<file path="src/rtl/aes_spi_responder.sv">
// -----------------------------------------------------------------------------
// aes_spi_responder
//
// Serial front end for an AES cipher core. A frame is: 128 data bits, then
// NK*32 key bits (both sampled on sdi, first bit lands at index 0). After that
// come GAP turnaround cycles and 128 result bits driven on sdo, MSB first.
// The core is kicked with a one-cycle core_start right after the last key bit.
// Its core_done pulse is honoured only during the turnaround window. Raising cs
// aborts the frame on the next edge. When a frame ends with cs still low, the
// block goes straight to the next frame.
//
// Parameters
//   NK  : key length in 32-bit words (4, 6 or 8)
//   GAP : turnaround cycles between last key bit and first result bit (1..15)
//
// Ports
//   clk, rst      : clock, asynchronous active-high reset
//   cs            : chip select, active low
//   sdi / sdo     : serial in / serial out
//   core_start    : one-cycle start pulse to the cipher core
//   core_data     : received block  [0:127], bit 0 received first
//   core_key      : received key    [0:NK*32-1], bit 0 received first
//   core_done     : one-cycle pulse, core_result valid
//   core_result   : cipher core output [127:0]
//   frame_done    : one-cycle pulse alongside the last result bit
//   err           : (only with AES_SPI_TIMEOUT_EN) sticky flag, set when the
//                   turnaround window closes with no result captured
//
// Optional feature macro: AES_SPI_TIMEOUT_EN
// -----------------------------------------------------------------------------
module aes_spi_responder #(
   parameter int NK  = 4,
   parameter int GAP = 4
) (
   input  logic             clk,
   input  logic             rst,
   input  logic             cs,
   input  logic             sdi,
   output logic             sdo,
   output logic             core_start,
   output logic [0:127]     core_data,
   output logic [0:NK*32-1] core_key,
   input  logic             core_done,
   input  logic [127:0]     core_result,
   output logic             frame_done
`ifdef AES_SPI_TIMEOUT_EN
   ,
   output logic             err
`endif
);

   localparam int         KEY_BITS  = NK * 32;
   localparam int         KW        = $clog2(KEY_BITS);
   localparam logic [7:0] DATA_LAST = 8'd127;
   localparam logic [7:0] KEY_LAST  = 8'(KEY_BITS - 1);
   localparam logic [7:0] GAP_LAST  = 8'(GAP - 1);
   localparam logic [7:0] TX_LAST   = 8'd127;

   typedef enum logic [2:0] {IDLE, RX_DATA, RX_KEY, WAIT, TX} state_t;

   state_t       state, next_state;
   logic [7:0]   cnt;
   logic         start_next;
   logic [127:0] res;
`ifdef AES_SPI_TIMEOUT_EN
   logic         got;
`endif

   // -------------------------------------------------------------------------
   // Next-state logic
   // -------------------------------------------------------------------------
   // NOTE: every combinational output gets a default before the case so no
   // path leaves it unassigned, which would otherwise infer a latch.
   always_comb begin
      next_state = state;
      start_next = 1'b0;
      if (cs) begin
         next_state = IDLE;
      end else begin
         case (state)
            IDLE:    next_state = RX_DATA;
            RX_DATA: if (cnt == DATA_LAST) next_state = RX_KEY;
            RX_KEY:  if (cnt == KEY_LAST) begin
                        next_state = WAIT;
                        start_next = 1'b1;
                     end
            WAIT:    if (cnt == GAP_LAST) next_state = TX;
            TX:      if (cnt == TX_LAST) next_state = RX_DATA;
            default: next_state = IDLE;
         endcase
      end
   end

   // -------------------------------------------------------------------------
   // State register and bit counter
   // -------------------------------------------------------------------------
   // NOTE: sequential state uses non-blocking assignments so every register
   // samples pre-edge values regardless of statement order.
   always_ff @(posedge clk or posedge rst) begin
      if (rst) begin
         state <= IDLE;
         cnt   <= '0;
      end else begin
         state <= next_state;
         if (state == IDLE && next_state == RX_DATA)
            cnt <= 8'd1;            // the leaving-IDLE edge already took data bit 0
         else if (next_state != state || state == IDLE)
            cnt <= '0;
         else
            cnt <= cnt + 8'd1;
      end
   end

   // -------------------------------------------------------------------------
   // Datapath: receive shift-in, core handshake, result capture
   // -------------------------------------------------------------------------
   // NOTE: core_data, core_key and the result register are plain flops (not a
   // RAM), so they are cleared by reset like any other state.
   always_ff @(posedge clk or posedge rst) begin
      if (rst) begin
         core_start <= 1'b0;
         core_data  <= '0;
         core_key   <= '0;
         res        <= '0;
`ifdef AES_SPI_TIMEOUT_EN
         got        <= 1'b0;
         err        <= 1'b0;
`endif
      end else begin
         core_start <= start_next;
         // cs high wins over everything, including a coincident core_done.
         if (!cs) begin
            case (state)
               IDLE:    core_data[0]            <= sdi;
               RX_DATA: core_data[cnt[6:0]]     <= sdi;
               RX_KEY:  core_key[cnt[KW-1:0]]   <= sdi;
               WAIT: begin
                  if (core_done) begin
                     res <= core_result;
`ifdef AES_SPI_TIMEOUT_EN
                     got <= 1'b1;
`endif
                  end
`ifdef AES_SPI_TIMEOUT_EN
                  // Window closing empty-handed: flag it and send zeros.
                  if (cnt == GAP_LAST && !core_done && !got) begin
                     res <= '0;
                     err <= 1'b1;
                  end
`endif
               end
               default: ;
            endcase
         end
`ifdef AES_SPI_TIMEOUT_EN
         if (start_next)
            got <= 1'b0;
`endif
      end
   end

   // -------------------------------------------------------------------------
   // Outputs: index the result register rather than shifting it, so a frame
   // that misses core_done resends the previous result intact.
   // -------------------------------------------------------------------------
   always_comb begin
      sdo        = 1'b0;
      frame_done = 1'b0;
      if (state == TX) begin
         sdo        = res[7'd127 - cnt[6:0]];
         frame_done = (cnt == TX_LAST);
      end
   end

endmodule

</file>
<file path="config.mk">
export PLATFORM = sky130hd
export DESIGN_NAME = aes_spi_responder
export DESIGN_NICKNAME = d
export VERILOG_FILES = /design/src/rtl/aes_spi_responder.sv
export SDC_FILE = /design/constraint.sdc
export NUM_CORES = 1
export LEC_CHECK = 0
export CAP_MARGIN = 20
export CORE_ASPECT_RATIO = 0.6
export CORE_MARGIN = 8
export CORE_UTILIZATION = 47
export CTS_BUF_LIST = sky130_fd_sc_hd__clkbuf_8
export DETAILED_ROUTE_END_ITERATION = 7
export GPL_ROUTABILITY_DRIVEN = 0
export HOLD_SLACK_MARGIN = 0.12
export PLACE_DENSITY = 0.82
export RECOVER_POWER = 25
export SLEW_MARGIN = 5
export SYNTH_ARGS = -nofsm -noshare
export SYNTH_HDL_FRONTEND = slang
export SYNTH_SLANG_ARGS = --single-unit
export TNS_END_PERCENT = 10
</file>
<file path="constraint.sdc">
create_clock -name clk -period 12.4 [get_ports clk]
set_input_delay 1.86 -clock clk [delete_from_list [all_inputs] [get_ports clk]]
set_output_delay 1.86 -clock clk [all_outputs]
set_load 0.005 [all_outputs]
</file>
==> out/qor.csv, run 1 <==
stage,metric,value,unit
outcome,status,"complete, but fails checks",
outcome,violations,"max-capacitance violations, max-slew violations",
logic_synthesis,synth_common_cells,"396 x dfrtp_1, 341 x mux2_2, 185 x nand2_1",
routing,postRouteAntennaNets,0,
global_routing,grt.met1_usage,34.1,%
timing,finalSetupViolCount,0,
logic_synthesis,synth-edff-count,0,
die,fp.dieW,266,um
clock_tree,cts_sinks,396,
timing,fin_tns_setup,0,ns
logic_synthesis,seq_area_frac_synth,56.3,%
timing,fin_ws,5.26,ns
logic_synthesis,synth_top_cell_area_share,56.3,%
die,initial_core_util,47.2,%
timing,slew_viol_final,217,
routing,via_per_inst,5.77,
timing,relSlewSlack,-134,%
critical_path,worstPathRequired,12.31,ns
critical_path,start_kind,primary input,
timing,fin_crit,7.14,ns
power,p_leak,10.8,nW
power,peakVddDrop,98.8,uV
clock_tree,cts-root-buf,clkbuf_8,
worst_hold_path,hp-class,reg2reg,
logic_synthesis,syn_area,17600,um2
power,powerDensity,117,nW/um2
placement,hpwl,41900,um
timing,skew,0.0260,ns
critical_path,crit_fanout,65,
placement,pre_cts_ws,7.03,ns
critical_path,cp.arrival,7.05,ns
layout,final_nets,1971,
routing,dr.pass1.iters,6,
global_routing,grt_max_degree,138,
timing,fin_crit_sh,57.5,%
layout,layout-drive-gt1-share,26.0,%
logic_synthesis,synth_seq_cells,396,
routing,drt-total-wl,59000,um
layout,finalCoreUtilization,62.2,%
logic_synthesis,synthArstFlopShare,100,%
clock_tree,numCtsBuffers,58,
global_routing,antenna_found_initial,6,
routing,wl_per_cell,24.6,um
layout,area_delta_synth_final,31.9,%
logic_synthesis,yosys_warnings,0,
timing,hold_viol,0,
clock_tree,clk_path_buf_depth,3,
layout,finish.instance_area,23200,um2
die,row_count,55,
logic_synthesis,synth_area_leader_cell,dfrtp_1,
global_routing,grt_busiest_layer,met2,
global_routing,grtUsageMet3,9.01,%
timing,whs,0.501,ns
logic_synthesis,syn-num-nets,1609,
global_routing,grt_pass1_vias,14100,
clock_tree,cts_tree,yes,
global_routing,grt_util_met2,39.8,%
clock_tree,cts_resized,0,
routing,drc,0,
critical_path,crit_type,in2async,
logic_synthesis,netlist_top_cells_area,"dfrtp_1 56%, mux2_2 22%, nand2_1 3.9%",
timing,max_freq,140,MHz
placement,placed_cell_area,21800,um2
die,die_h,166,um
die,dieArea,44100,um2
logic_synthesis,synth-main-ff-cell,dfrtp_1,
global_routing,track_usage,25.9,%
logic_synthesis,synth_most_common_cell,dfrtp_1,
logic_synthesis,syn_inst,1475,
clock_tree,h-tree-depth,2,
critical_path,end_kind,asynchronous set/reset pin,
routing,num_vias,13900,
global_routing,grt-ovfl-total,0,
timing,rsz0062_at_grt,false,
clock_tree,clkLatencyLatePin,0.62,ns
routing,drtIter0Drc,1568,
placement,portBuffers,391,
die,core,37300,um2
clock_tree,clk_pin_slew,0.07,ns
clock_tree,post_cts_buffers,0,
global_routing,grt_pass1_wl,88300,um
logic_synthesis,avgSynthCellArea,11.9,um2
clock_tree,postCtsHoldBufs,0,
run,max_cap_violations,4,
timing,worst_pin_slew,3.51,ns
logic_synthesis,ys_types,66,
die,ioPinCount,392,
critical_path,r2r_slack,8.14,ns
## final timing paths
kind,to,start,cells after the start
worst max-delay path,core_key[85]$_DFFE_PP0P_,rst,4
min in group asynchronous,core_data[28]$_DFFE_PP0P_,rst,2
max in group clk,sdo,cnt[4]$_DFF_PP0_,7
worst min-delay path,core_data[96]$_DFFE_PP0P_,core_data[96]$_DFFE_PP0P_,1
worst max register to register,res[101]$_DFFE_PP0P_,state[2]$_DFF_PP0_,5
worst min register to register,core_data[96]$_DFFE_PP0P_,core_data[96]$_DFFE_PP0P_,1
## cell usage in the layout, fill, tap and decap left out, types with 22 or more instances in the layout
cell type / synthesis / final
nand3_1: 66 / 66
nor2_1: 145 / 145
mux2_2: 341 / 341
dfrtp_1: 396 / 395
nand2_1: 185 / 185
a221oi_1: 23 / 23
o21ai_0: 52 / 52
clkdlybuf4s50_1: 0 / 368
clkbuf_8: 0 / 83
dlygate4sd3_1: 0 / 22
## kinds of logic after synthesis
kind of cell	count (synthesis)	share of synthesized area, %
compound gates	151	5.92
xor+xnor	6	0.299
fa+ha+maj	1	0.0711
buf+inv	117	3.39
flops	396	56.3
mux	348	22.3
simple gates	456	11.7
## critical path: stages
cell and delay, ns:
dlygate4sd3_1 0.54, clkinvlp_2 1.00, clkbuf_1 1.02, clkbuf_1 2.55
## sequential cells by signal, indices dropped and copies added, names as in the netlist
name        cells
core_start      1
core_data     128
res           128
cnt             8
state           3
core_key      128
## cell type report
class	instances	area, um2
well taps	513	642
diodes	4	10.0
clock buffers	83	1140
multi-input cells	962	7100
fillers	2839	14100
clock inverters	23	287
repair buffers	413	4090
flip-flops and latches	396	9910
inverters	6	23.8
## power breakdown
group,switching [mW],internal [mW],total (mW)
logic,0.0745,0.0609,0.135
registers,0.0112,1.30,1.31
clock network,0.532,0.738,1.27
## routing by layer
layer  routed length, um  vias up
met5                  22        -
met4                2030        4
met3                6610      145
met2               26400      768
met1               24000     7040
li1                    -     5895
## per-stage QoR
step	total power [mW]	cells
after floorplan	1.40	1475
after global placement	1.47	2287
after detailed placement	1.47	2287
after CTS	2.73	2393
after global routing	2.81	2400
final	2.72	2400
(Power assumes the default switching activity.)
==> inputs of run 2 (changes only) <==
CORE_UTILIZATION = 52   (was 47)
PLACE_DENSITY = 0.86   (was 0.82)
clock period = 7.3 ns   (was 12.4 ns; I/O delays follow)
==> run 2 against run 1 <==
The flow still finishes with violations (max-capacitance violations, max-slew violations). Largest cell class unchanged. Register-to-register slack got worse by 4.7 ns. Clock-buffer cell count fell by 14. Clock skew fell by 0.0017 ns. Worst hold slack got worse by 0.0037 ns. Non-clock buffer count fell by 4. Clock power rose by 40%. First-iteration DRC count rose by 0.83%. Sequential power rose by 70%. Critical path depth rose by 4. Die area fell by 8.9%. Cell count fell by 2.8%. Sequential share of layout area rose by 0.75 points.
==> out/qor.csv, run 2 (same netlist as run 1, synthesis figures left out) <==
stage,metric,value,unit,change
clock_tree,cts_sinks,396,,unchanged
clock_tree,cts-root-buf,clkbuf_8,,
global_routing,grt_pass1_wl,87600,um,-0.79%
clock_tree,cts_tree,yes,,
die,die_h,158,um,-4.5%
worst_hold_path,hold_start,core_key[28]$_DFFE_PP0P_,,
critical_path,start_kind,flip-flop,,
global_routing,track_usage,28.6,%,+2.8 points
layout,final_common_cell,dfrtp_1,,
critical_path,crit_fanout,25,,-62%
layout,seqCellArea,9910,um2,about the same
layout,fill_cells,2338,,-18%
timing,fin_tns_setup,0,ns,unchanged
clock_tree,numCtsBuffers,57,,-1.7%
die,ioPinCount,392,,unchanged
critical_path,r2r_cells,5,,unchanged
timing,fin_crit_sh,76.1,%,
clock_tree,clkLatencyLatePin,0.61,ns,about the same
routing,via_per_inst,5.87,,+1.8%
critical_path,r2r_slack,3.44,ns,-4.70 ns
die,fp.dieW,253,um,-4.6%
die,dieArea,40200,um2,-8.9%
worst_hold_path,holdPathStages,1,,unchanged
power,p_leak,10.6,nW,-1.9%
critical_path,cp.arrival,4.46,ns,-2.59 ns
layout,final_nets,1966,,-0.25%
layout,multi_input_area,7120,um2,+0.21%
placement,portBuffers,391,,unchanged
power,powerDensity,186,nW/um2,+59%
placement,placed_cell_area,21700,um2,-0.24%
critical_path,worstPathRequired,6.20,ns,-6.11 ns
routing,postRouteAntennaNets,0,,unchanged
routing,drc,0,,unchanged
timing,max_freq,180,MHz,
clock_tree,clk_pin_slew,0.06,ns,about the same
routing,drtIter0Drc,1581,,+0.83%
placement,hpwl,41400,um,-1.1%
timing,skew,0.0243,ns,-0.00170 ns
global_routing,grt-ovfl-total,0,,unchanged
timing,worst_pin_slew,3.87,ns,+0.357 ns
global_routing,antenna_found_initial,8,,+2
critical_path,reg2reg_from,cnt[2]$_DFF_PP0_,,
timing,hold_viol,0,,unchanged
routing,wl_per_cell,25.3,um,+2.9%
power,peakVddDrop,161,uV,+63%
timing,fin_crit,5.56,ns,
timing,relSlewSlack,-158,%,-24 points
layout,layout-drive-gt1-share,25.2,%,-0.80 points
global_routing,grt_max_degree,156,,+13%
outcome,status,"complete, but fails checks",,
clock_tree,postCtsHoldBufs,0,,unchanged
die,row_count,52,,-5.5%
clock_tree,clk_path_buf_depth,3,,unchanged
timing,rsz0062_at_grt,false,,
global_routing,grt_pass1_vias,14100,,+0.19%
die,core,33500,um2,-10%
critical_path,r2r_end,core_data[69]$_DFFE_PP0P_,,
routing,drt-total-wl,59100,um,about the same
routing,num_vias,13700,,-1.0%
clock_tree,cts_resized,0,,unchanged
clock_tree,post_cts_buffers,0,,unchanged
timing,finalSetupViolCount,0,,unchanged
critical_path,end_kind,output port,,
layout,finish.instance_area,22800,um2,-1.7%
layout,area_delta_synth_final,29.6,%,
outcome,violations,"max-capacitance violations, max-slew violations",,
layout,largestRegisters,"core_data (128), core_key (128), res (128)",,
run,max_cap_violations,4,,unchanged
layout,layout_common_cells,"396 x dfrtp_1, 389 x clkdlybuf4s50_1, 341 x mux2_2",,
die,initial_core_util,52.5,%,+5.3 points
clock_tree,h-tree-depth,2,,unchanged
worst_hold_path,hp-class,reg2reg,,
routing,dr.pass1.iters,7,,+1
worst_hold_path,hold_end,core_key[28]$_DFFE_PP0P_,,
timing,slew_viol_final,381,,+76%
critical_path,crit_type,reg2out,,
-- run 2: changes by cell type in the layout (fill, tap and decap cells not counted), moves of 4 or more --
cell             delta
clkbuf_8           -14
inv_1               +8
bufinv_16           -5
clkdlybuf4s50_1    +21
dlygate4sd3_1      -21
clkinv_2            +4
-- run 2: where the power goes --
group	leakage (nW)	internal, mW	switching [mW]
clock network	0.647	0.922	0.857
registers	5.51	2.21	0.0188
logic	4.41	0.101	0.130
total	10.6	3.24	1.01
-- run 2: area by class of cell --
type                    count  area share (%)
diodes                      4          0.0439
clock buffers              69            4.16
clock inverters            29           0.785
inverters                   6           0.104
multi-input cells         962            31.2
flip-flops and latches    396            43.5
well taps                 459            2.52
repair buffers            409            17.7
-- run 2: critical path, cell delays in order (launching register included) --
cell and delay (ns):
dfrtp_1 0.83, buf_4 0.41, nor2b_1 0.76, a22oi_1 0.19
a211oi_1 0.37, a2111oi_2 0.06, a311o_1 0.40, a41oi_1 0.28
clkdlybuf4s50_1 0.56
-- run 2: worst max path at each step --
| stage | start | endpoint | slack [ns] |
|---|---|---|---|
| after floorplan | rst | cnt[0]$_DFF_PP0_ | 0.88 |
| after detailed placement | cnt[2]$_DFF_PP0_ | sdo | 2.54 |
| after CTS | cnt[2]$_DFF_PP0_ | sdo | 1.88 |
| final | cnt[2]$_DFF_PP0_ | sdo | 1.74 |
| after global placement | cnt[2]$_DFF_PP0_ | sdo | 2.64 |
| after global routing | rst | core_data[51]$_DFFE_PP0P_ | 1.05 |
-- run 2: per-stage QoR --
stage	power (mW)	utilization [%]	std cells	setup slack, ns	hold WS, ns
finish	4.24	68.1	2334	1.74	0.498
global route	4.39	68.1	2334	1.05	0.512
CTS	4.27	68.1	2330	1.88	0.500
detailed placement	2.51	64.8	2232	2.54	0.486
global placement	2.50	64.8	2231	2.64	0.474
floorplan	2.38	-	1475	0.875	0.471
-- run 2: per-layer routing --
layer,GRT usage [%],share of wire [%]
met1,37.7,40
met2,43.9,45
met3,10.2,12
met4,9.53,3.3
met5,0,0.090
==> inputs of run 3 (changes only) <==
clock period = 5.7 ns   (was 7.3 ns; I/O delays follow)
==> run 3 against run 2 <==
The run ends with design-rule violations, max-capacitance violations, max-slew violations left. Global-route usage grew 0.37 points. Clock power grew 38%. Power grew 32%. Highest routed layer unchanged. Critical endpoint unchanged. Final area grew 0.69%. First-iteration DRC count grew 18%. Die area is the same. Flip-flop and latch count is the same. Register-to-register slack lost 1.6 ns. Largest cell class unchanged.
==> out/qor.csv, run 3 (same netlist as run 1, synthesis figures left out) <==
stage,metric,value,unit,change
outcome,status,"complete, but fails checks",,
outcome,violations,"design-rule violations, max-capacitance violations, max-slew violations",,
global_routing,grt_pass1_vias,14400,,+1.8%
clock_tree,post_cts_buffers,0,,unchanged
power,powerDensity,244,nW/um2,+31%
critical_path,crit_type,reg2out,,
worst_hold_path,hp-class,reg2reg,,
critical_path,reg2reg_from,cnt[1]$_DFF_PP0_,,
critical_path,end_kind,output port,,
critical_path,worstPathRequired,4.85,ns,-1.35 ns
routing,dr.pass1.iters,8,,+1
die,fp.dieW,253,um,unchanged
clock_tree,cts_sinks,396,,unchanged
layout,layout_common_cells,"396 x dfrtp_1, 389 x clkdlybuf4s50_1, 341 x mux2_2",,
clock_tree,clk_path_buf_depth,3,,unchanged
timing,fin_crit_sh,91.0,%,
layout,seqCellArea,9910,um2,unchanged
placement,hpwl,41800,um,+0.91%
critical_path,slowest_delay,0.91,ns,+0.08 ns
routing,num_vias,13800,,+0.81%
timing,finalSetupViolCount,0,,unchanged
placement,portBuffers,391,,unchanged
clock_tree,cts_tree,yes,,
die,dieArea,40200,um2,unchanged
global_routing,antenna_found_initial,5,,-3
critical_path,crit_fanout,24,,-4.0%
layout,area_delta_synth_final,30.5,%,
routing,via_per_inst,5.90,,+0.51%
critical_path,start_kind,flip-flop,,
critical_path,crit_chain,buf_4 -> nor2b_1 -> a22oi_1 -> o22ai_1 -> a2111oi_2 -> a311o_1 -> a41oi_1 -> clkdlybuf4s50_1,,
global_routing,grt_pass1_wl,88700,um,+1.3%
timing,hold_viol,0,,unchanged
routing,drt-total-wl,59800,um,+1.1%
die,ioPinCount,392,,unchanged
routing,drtIter0Drc,1866,,+18%
timing,slew_viol_final,230,,-40%
global_routing,track_usage,29.0,%,+0.37 points
power,p_leak,10.6,nW,+0.57%
timing,fin_tns_setup,0,ns,unchanged
timing,max_freq,193,MHz,
routing,postRouteAntennaNets,0,,unchanged
layout,largestRegisters,"core_data (128), core_key (128), res (128)",,
layout,layout-drive-gt1-share,25.7,%,+0.49 points
clock_tree,clk_pin_slew,0.08,ns,+0.02 ns
critical_path,crit_slowest_cell,dfrtp_1,,
global_routing,grt_max_degree,154,,-1.3%
die,initial_core_util,52.5,%,unchanged
routing,drc,9,,+9
die,core,33500,um2,unchanged
timing,relSlewSlack,-49.6,%,+110 points
clock_tree,h-tree-depth,2,,unchanged
run,max_cap_violations,3,,-1
placement,place_inst,2232,,unchanged
critical_path,crit_family,compound AO/OA/AOI/OAI gates,,
clock_tree,postCtsHoldBufs,0,,unchanged
clock_tree,clkLatencyLatePin,0.61,ns,about the same
die,row_count,52,,unchanged
clock_tree,cts-root-buf,clkbuf_8,,
worst_hold_path,hold_start,core_data[96]$_DFFE_PP0P_,,
timing,skew,0.0309,ns,+0.00655 ns
timing,worst_pin_slew,2.24,ns,-1.63 ns
clock_tree,numCtsBuffers,58,,+1.8%
routing,wl_per_cell,25.5,um,+0.83%
critical_path,cp.arrival,4.33,ns,-0.13 ns
critical_path,crit_buf_inv,2,,unchanged
layout,final_nets,1967,,+0.051%
power,peakVddDrop,180,uV,+12%
power,p_total,5.61,mW,+32%
layout,finalNonFillerCells,2341,,+0.30%
placement,pre_cts_ws,1.36,ns,-1.18 ns
die,die_h,158,um,unchanged
global_routing,grt-ovfl-total,0,,unchanged
layout,multi_input_area,7120,um2,unchanged
timing,fin_ws,0.513,ns,-1.23 ns
critical_path,critical_path.startpoint,cnt[2]$_DFF_PP0_,,
timing,fin_crit,5.19,ns,
timing,rsz0062_at_grt,false,,
layout,fill_cells,2354,,+0.68%
layout,final_common_cell,dfrtp_1,,
clock_tree,cts_resized,0,,unchanged
timing,whs,0.505,ns,+0.00718 ns
==> run 3: path summary, 6_finish.rpt <==
check,cells past startpoint,slack (ns),to
setup / recovery,8,0.51,sdo
hold / removal,1,0.50,core_data[96]$_DFFE_PP0P_
setup reg to reg,5,1.84,core_data[83]$_DFFE_PP0P_
hold reg to reg,1,0.50,core_data[96]$_DFFE_PP0P_
max in group asynchronous,3,2.12,res[53]$_DFFE_PP0P_
min in group asynchronous,2,0.94,core_key[12]$_DFFE_PP0P_
==> run 3: per-layer routing <==
metal / routed length [um] / vias to the layer above / global-route usage (%)
met1: 23300 / 6943 / 37.6
met3: 7460 / 175 / 10.5
met4: 2270 / 4 / 10.2
met2: 26700 / 830 / 44.7
met5: 21 / - / 0
li1: - / 5869 / -
==> run 3: power breakdown <==
group	switching (mW)	total [mW]	internal, mW
clock	1.15	2.45	1.30
sequential	0.0308	2.87	2.84
combinational	0.158	0.290	0.132
==> run 3: through the flow <==
stage / util [%] / area [um2]
after CTS: 68.6 / 23000
after global routing: 68.5 / 23000
final: 68.5 / 23000
after floorplan: - / 17600
after detailed placement: 64.8 / 21700
after global placement: 64.8 / 21700
==> run 3: layout make-up <==
class	count	area share (%)
Antenna cell	4	0.0436
Clock buffer	81	4.86
Clock inverter	24	0.594
Inverter	6	0.104
Multi-Input combinational cell	962	31.0
Sequential cell	396	43.2
Tap cell	459	2.50
Timing Repair Buffer	409	17.7
==> RTL edit 1 (settings of run 2) <==
Register the output `core_data` once more, with the module's reset; this adds one clock of latency there. The other outputs are not delayed to match.
--- a/src/rtl/aes_spi_responder.sv
+++ b/src/rtl/aes_spi_responder.sv
@@ -59,2 +59,4 @@
    typedef enum logic [2:0] {IDLE, RX_DATA, RX_KEY, WAIT, TX} state_t;
+
+   logic [0:127] core_data_s0;
 
@@ -121,3 +123,3 @@
          core_start <= 1'b0;
-         core_data  <= '0;
+         core_data_s0 <= '0;
          core_key   <= '0;
@@ -133,4 +135,4 @@
             case (state)
-               IDLE:    core_data[0]            <= sdi;
-               RX_DATA: core_data[cnt[6:0]]     <= sdi;
+               IDLE:    core_data_s0[0]            <= sdi;
+               RX_DATA: core_data_s0[cnt[6:0]]     <= sdi;
                RX_KEY:  core_key[cnt[KW-1:0]]   <= sdi;
@@ -174,2 +176,10 @@
 
+   always_ff @(posedge clk or posedge rst) begin
+      if (rst) begin
+         core_data <= '0;
+      end else begin
+         core_data <= core_data_s0;
+      end
+   end
+
 endmodule
Formal check against the unedited RTL: not equivalent (Yosys sat finds a counterexample within 4 cycles, from zero or initial values and one cycle with rst high).
==> RTL edit 1 against run 2 <==
Design area increased by 17%. First-iteration DRC count increased by 32%. Hold slack got worse by 0.13 ns. Count of clock-buffer cells in the layout increased by 26. Final cell count increased by 11%. Clock power increased by 41%. The run still ends with capacitance limit, slew limit left. Clock skew increased by 0.017 ns. Total power increased by 34%. Non-clock buffer count increased by 6. Area after synthesis increased by 18%. Largest cell class unchanged. Worst setup slack got worse by 0.0043 ns. Sequential cell count increased by 128. Wire length increased by 12%.
==> RTL edit 1: results (changes against run 2) <==
Detailed routing
  – Vias: 15100 (was 13700)
  – Via density per instance: 5.86 (was 5.87)
  – First-pass DRT Iterations: 8 (was 7)
  – WL/cell: 25.7 um (was 25.3 um)

Global route
  – Initial antenna violation count: 3 (was 8)
  – Met3 Resource Use GR: 11.1% (was 10.2%)
  – Total GRT Usage: 28.1% (was 28.6%)
  – Vias in the first global route: 16000 (was 14100)

Final layout
  – Share of layout cells above drive strength 1: 24.0% (was 25.2%)
  – Non-clock buffers, area share: 15.4% (was 17.7%)
  – FILL cells: 2732 (was 2338)
  – #MultiIn Comb: 978 (was 962)
  – Non-clock buffers: 415 (was 409)
  – Fraction of area in multi-input gates: 26.7% (was 31.2%)

Power
  – Worst vdd ir: 0.135 mV (was 0.161 mV)
  – NetSw: 1.30 mW (was 1.01 mW)
  – Comb power frac: 4.0% (was 5.4%)
  – Pleak: 12.7 nW (was 10.6 nW)
  – Power attributed to the clock group: 2.51 mW (was 1.78 mW)

Worst setup path
  – FF-to-FF End: core_data_s0[14] (was core_data[69])
  – Crit-path slowest cell: dfrtp_2 (was dfrtp_1)
  – Crit Path Max Fanout: 53 (was 25)
  – CP max stage delay: 1.11 ns (was 0.83 ns)
  – FF-to-FF setup slack: 3.73 ns (was 3.44 ns)

Clock tree
  – Level count of the clock H-tree: 3 (was 2)
  – Cts bufs inserted: 76 (was 57)
  – Worst-Skew Late Latency: 0.64 ns (was 0.61 ns)

Run status
  – Failing checks: capacitance limit, slew limit (unchanged)
  – Outcome: finished with violations (unchanged)

Worst hold path
  – Hold Path Sink: core_data[107] (was core_key[28])

Flow run
  – Max Cap Viol: 2 (was 4)

Synthesis
  – Yosys reg bits: 524 (was 396)
  – Post-synth cell types: 70 (was 66)

STA
  – Final slew viol count: 328 (was 381)

Floorplan
  – Horiz. Die Dim: 274 um (was 253 um)
[RTL edit 1: changes by cell type after synthesis, moves of 10 or more]
cell,delta
nor2_1,-19
mux2_2,-17
buf_4,-15
nand3_1,+15
buf_2,+17
nor3_1,+10
dfrtp_1,+128
o21ai_0,+16
[RTL edit 1: cells by family after synthesis]
kind of cell,count (synthesis),share of synthesized area [%]
compound gates,162,5.36
simple gates,475,10.3
flops,524,63.0
fa+ha+maj,1,0.0601
buf+inv,126,2.94
mux,334,18.1
xor+xnor,6,0.253
[RTL edit 1: metrics by stage]
stage / hold WS (ns) / setup WS [ns]
after floorplan: 0.348 / -0.915
after global placement: 0.353 / 2.79
after detailed placement: 0.355 / 2.67
after CTS: 0.365 / 1.95
after global routing: 0.377 / 0.992
final: 0.366 / 1.74
==> RTL edit 2 (flow settings as in run 2) <==
Made on the original files. Build with the macro `AES_SPI_TIMEOUT_EN` defined.
--- a/src/rtl/aes_spi_responder.sv
+++ b/src/rtl/aes_spi_responder.sv
@@ -30,2 +30,4 @@
 // -----------------------------------------------------------------------------
+`define AES_SPI_TIMEOUT_EN
+
 module aes_spi_responder #(
Check against the original RTL (old outputs only; new: err): same outputs for any inputs over 4 cycles, from zero or initial values and one cycle with rst high; that may be too few to reach the edited logic, so the function may still have changed.
==> RTL edit 2 against run 2 <==
The run still ends with capacitance limit, slew limit left. Hold slack got worse by 0.028 ns. Sequential share of layout area fell by 0.44 points. Via count rose by 1.7%. Total power rose by 9.1%. Wire length fell by 1.9%. Final cell count rose by 1.8%. Utilization rose by 1.2 points. Sequential cell count rose by 2. Clock power rose by 16%. Fmax fell by 1.5%. Design area rose by 1.6%. Area after synthesis fell by 0.29%. Worst setup slack got worse by 0.082 ns. Register-to-register slack got worse by 0.23 ns. Largest cell class unchanged. Highest routed layer unchanged.
==> RTL edit 2: results (changes against run 2) <==
Final layout
  – FILL cells: 2351 (was 2338)
  – Largest regs: core_data (128), core_key (128), res (128) (unchanged)
  – Share of layout cells above drive strength 1: 20.9% (was 25.2%)
  – Final nets: 1996 (was 1966)

Detailed routing
  – Initial DRC Count: 1584 (was 1581)
  – Via density per instance: 5.87 (about the same)
  – First-pass DRT Iterations: 5 (was 7)
  – Vias: 13900 (was 13700)

Synthesis
  – Syn nets: 1644 (was 1609)
  – Synth Area in XOR/XNOR: 0.250% (was 0.299%)
  – Most frequent cells after synthesis: 398 x dfrtp_1, 273 x nand2_1, 237 x mux2_2, 113 x nor2_1, 98 x a22o_1 (was 396 x dfrtp_1, 341 x mux2_2, 185 x nand2_1, 145 x nor2_1, 66 x nand3_1)
  – Largest cells by area after synthesis: dfrtp_1 57%, mux2_2 15%, nand2_1 5.8% (was dfrtp_1 56%, mux2_2 22%, nand2_1 3.9%)
  – Synth Area in Compound Gates: 8.60% (was 5.92%)
  – Post-synthesis mux area share: 18.0% (was 22.3%)
  – Post-synth cell types: 64 (was 66)
  – Seq/Total Area, Yosys: 56.8% (was 56.3%)
  – Adder-cell area share of the yosys netlist: 0.0713% (was 0.0711%)
  – Synthesized instance count: 1510 (was 1475)

Worst setup path
  – CP arrival: 4.54 ns (was 4.46 ns)
  – Crit Path Max Fanout: 55 (was 25)

Placed design
  – DP HPWL: 40.9 mm (was 41.4 mm)
  – Inst Count DP: 2258 (was 2232)
  – Dpl ws: 2.49 ns (was 2.54 ns)
  – Port-buffer cells: 392 (was 391)

Power
  – NetSw: 1.08 mW (was 1.01 mW)
  – Comb group: 0.275 mW (was 0.231 mW)
  – Sw frac: 23.3% (was 23.7%)
  – Worst vdd ir: 0.165 mV (was 0.161 mV)
  – Power attributed to the clock group: 2.06 mW (was 1.78 mW)

Global route
  – First-pass GRT wire length: 87.1 mm (was 87.6 mm)
  – Vias in the first global route: 14300 (was 14100)

Run status
  – Outcome: finished with violations (unchanged)
  – Failing checks: capacitance limit, slew limit (unchanged)

STA
  – Max transition margin: -207% (was -158%)
  – Final slew viol count: 243 (was 381)
  – Skew final: 0.0456 ns (was 0.0243 ns)

Flow run
  – Max Cap Viol: 3 (was 4)
## RTL edit 2: path summary, 6_finish.rpt
check	startpoint	end	slack, ns	cells past startpoint
min in group asynchronous	rst	res[63]	1.27	2
min reg2reg	res[89]	res[89]	0.47	2
min	res[89]	res[89]	0.47	2
max in group asynchronous	rst	res[14]	1.96	3
max reg2reg	cnt[1]	core_data[70]	3.21	5
max	cnt[2]	sdo	1.66	7
## RTL edit 2: kinds of logic (layout without fill, tap and decap cells)
group / Yosys count / after routing
mux: 273 / 273
xor+xnor: 5 / 5
flops: 398 / 398
buf+inv: 132 / 532
other cells: 0 / 6
simple gates: 515 / 515
fa+ha+maj: 1 / 1
compound gates: 186 / 186
## RTL edit 2: per-stage QoR
| stage | util [%] | cell area (um2) |
|---|---|---|
| floorplan | - | 17500 |
| detailed placement | 65.0 | 21700 |
| finish | 69.2 | 23200 |
| CTS | 69.0 | 23100 |
| global placement | 64.9 | 21700 |
| global route | 69.2 | 23200 |
## RTL edit 2: layer usage
layer  track usage (%)  vias up  share of wire, %
met5                 0        -             0.053
met4              10.2        4               3.0
met3              9.80      122                11
met2              42.9      724                45
met1              37.6     7091                41
li1                  -     6002                 -
## RTL edit 2: worst max-delay path, stage by stage, from the launching register on
cell	delay, ns
dfrtp_2	1.03
inv_1	0.57
a221oi_1	0.37
nor3_1	0.09
a2111oi_0	0.92
o2111a_1	0.32
a31oi_1	0.11
clkdlybuf4s50_1	0.48
## RTL edit 2: area by class of cell
class,count,area share [%]
Antenna cell,6,0.0648
Clock buffer,74,4.40
Clock inverter,33,1.47
Inverter,7,0.119
Multi-Input combinational cell,980,30.4
Sequential cell,398,43.0
Tap cell,459,2.48
Timing Repair Buffer,418,18.0
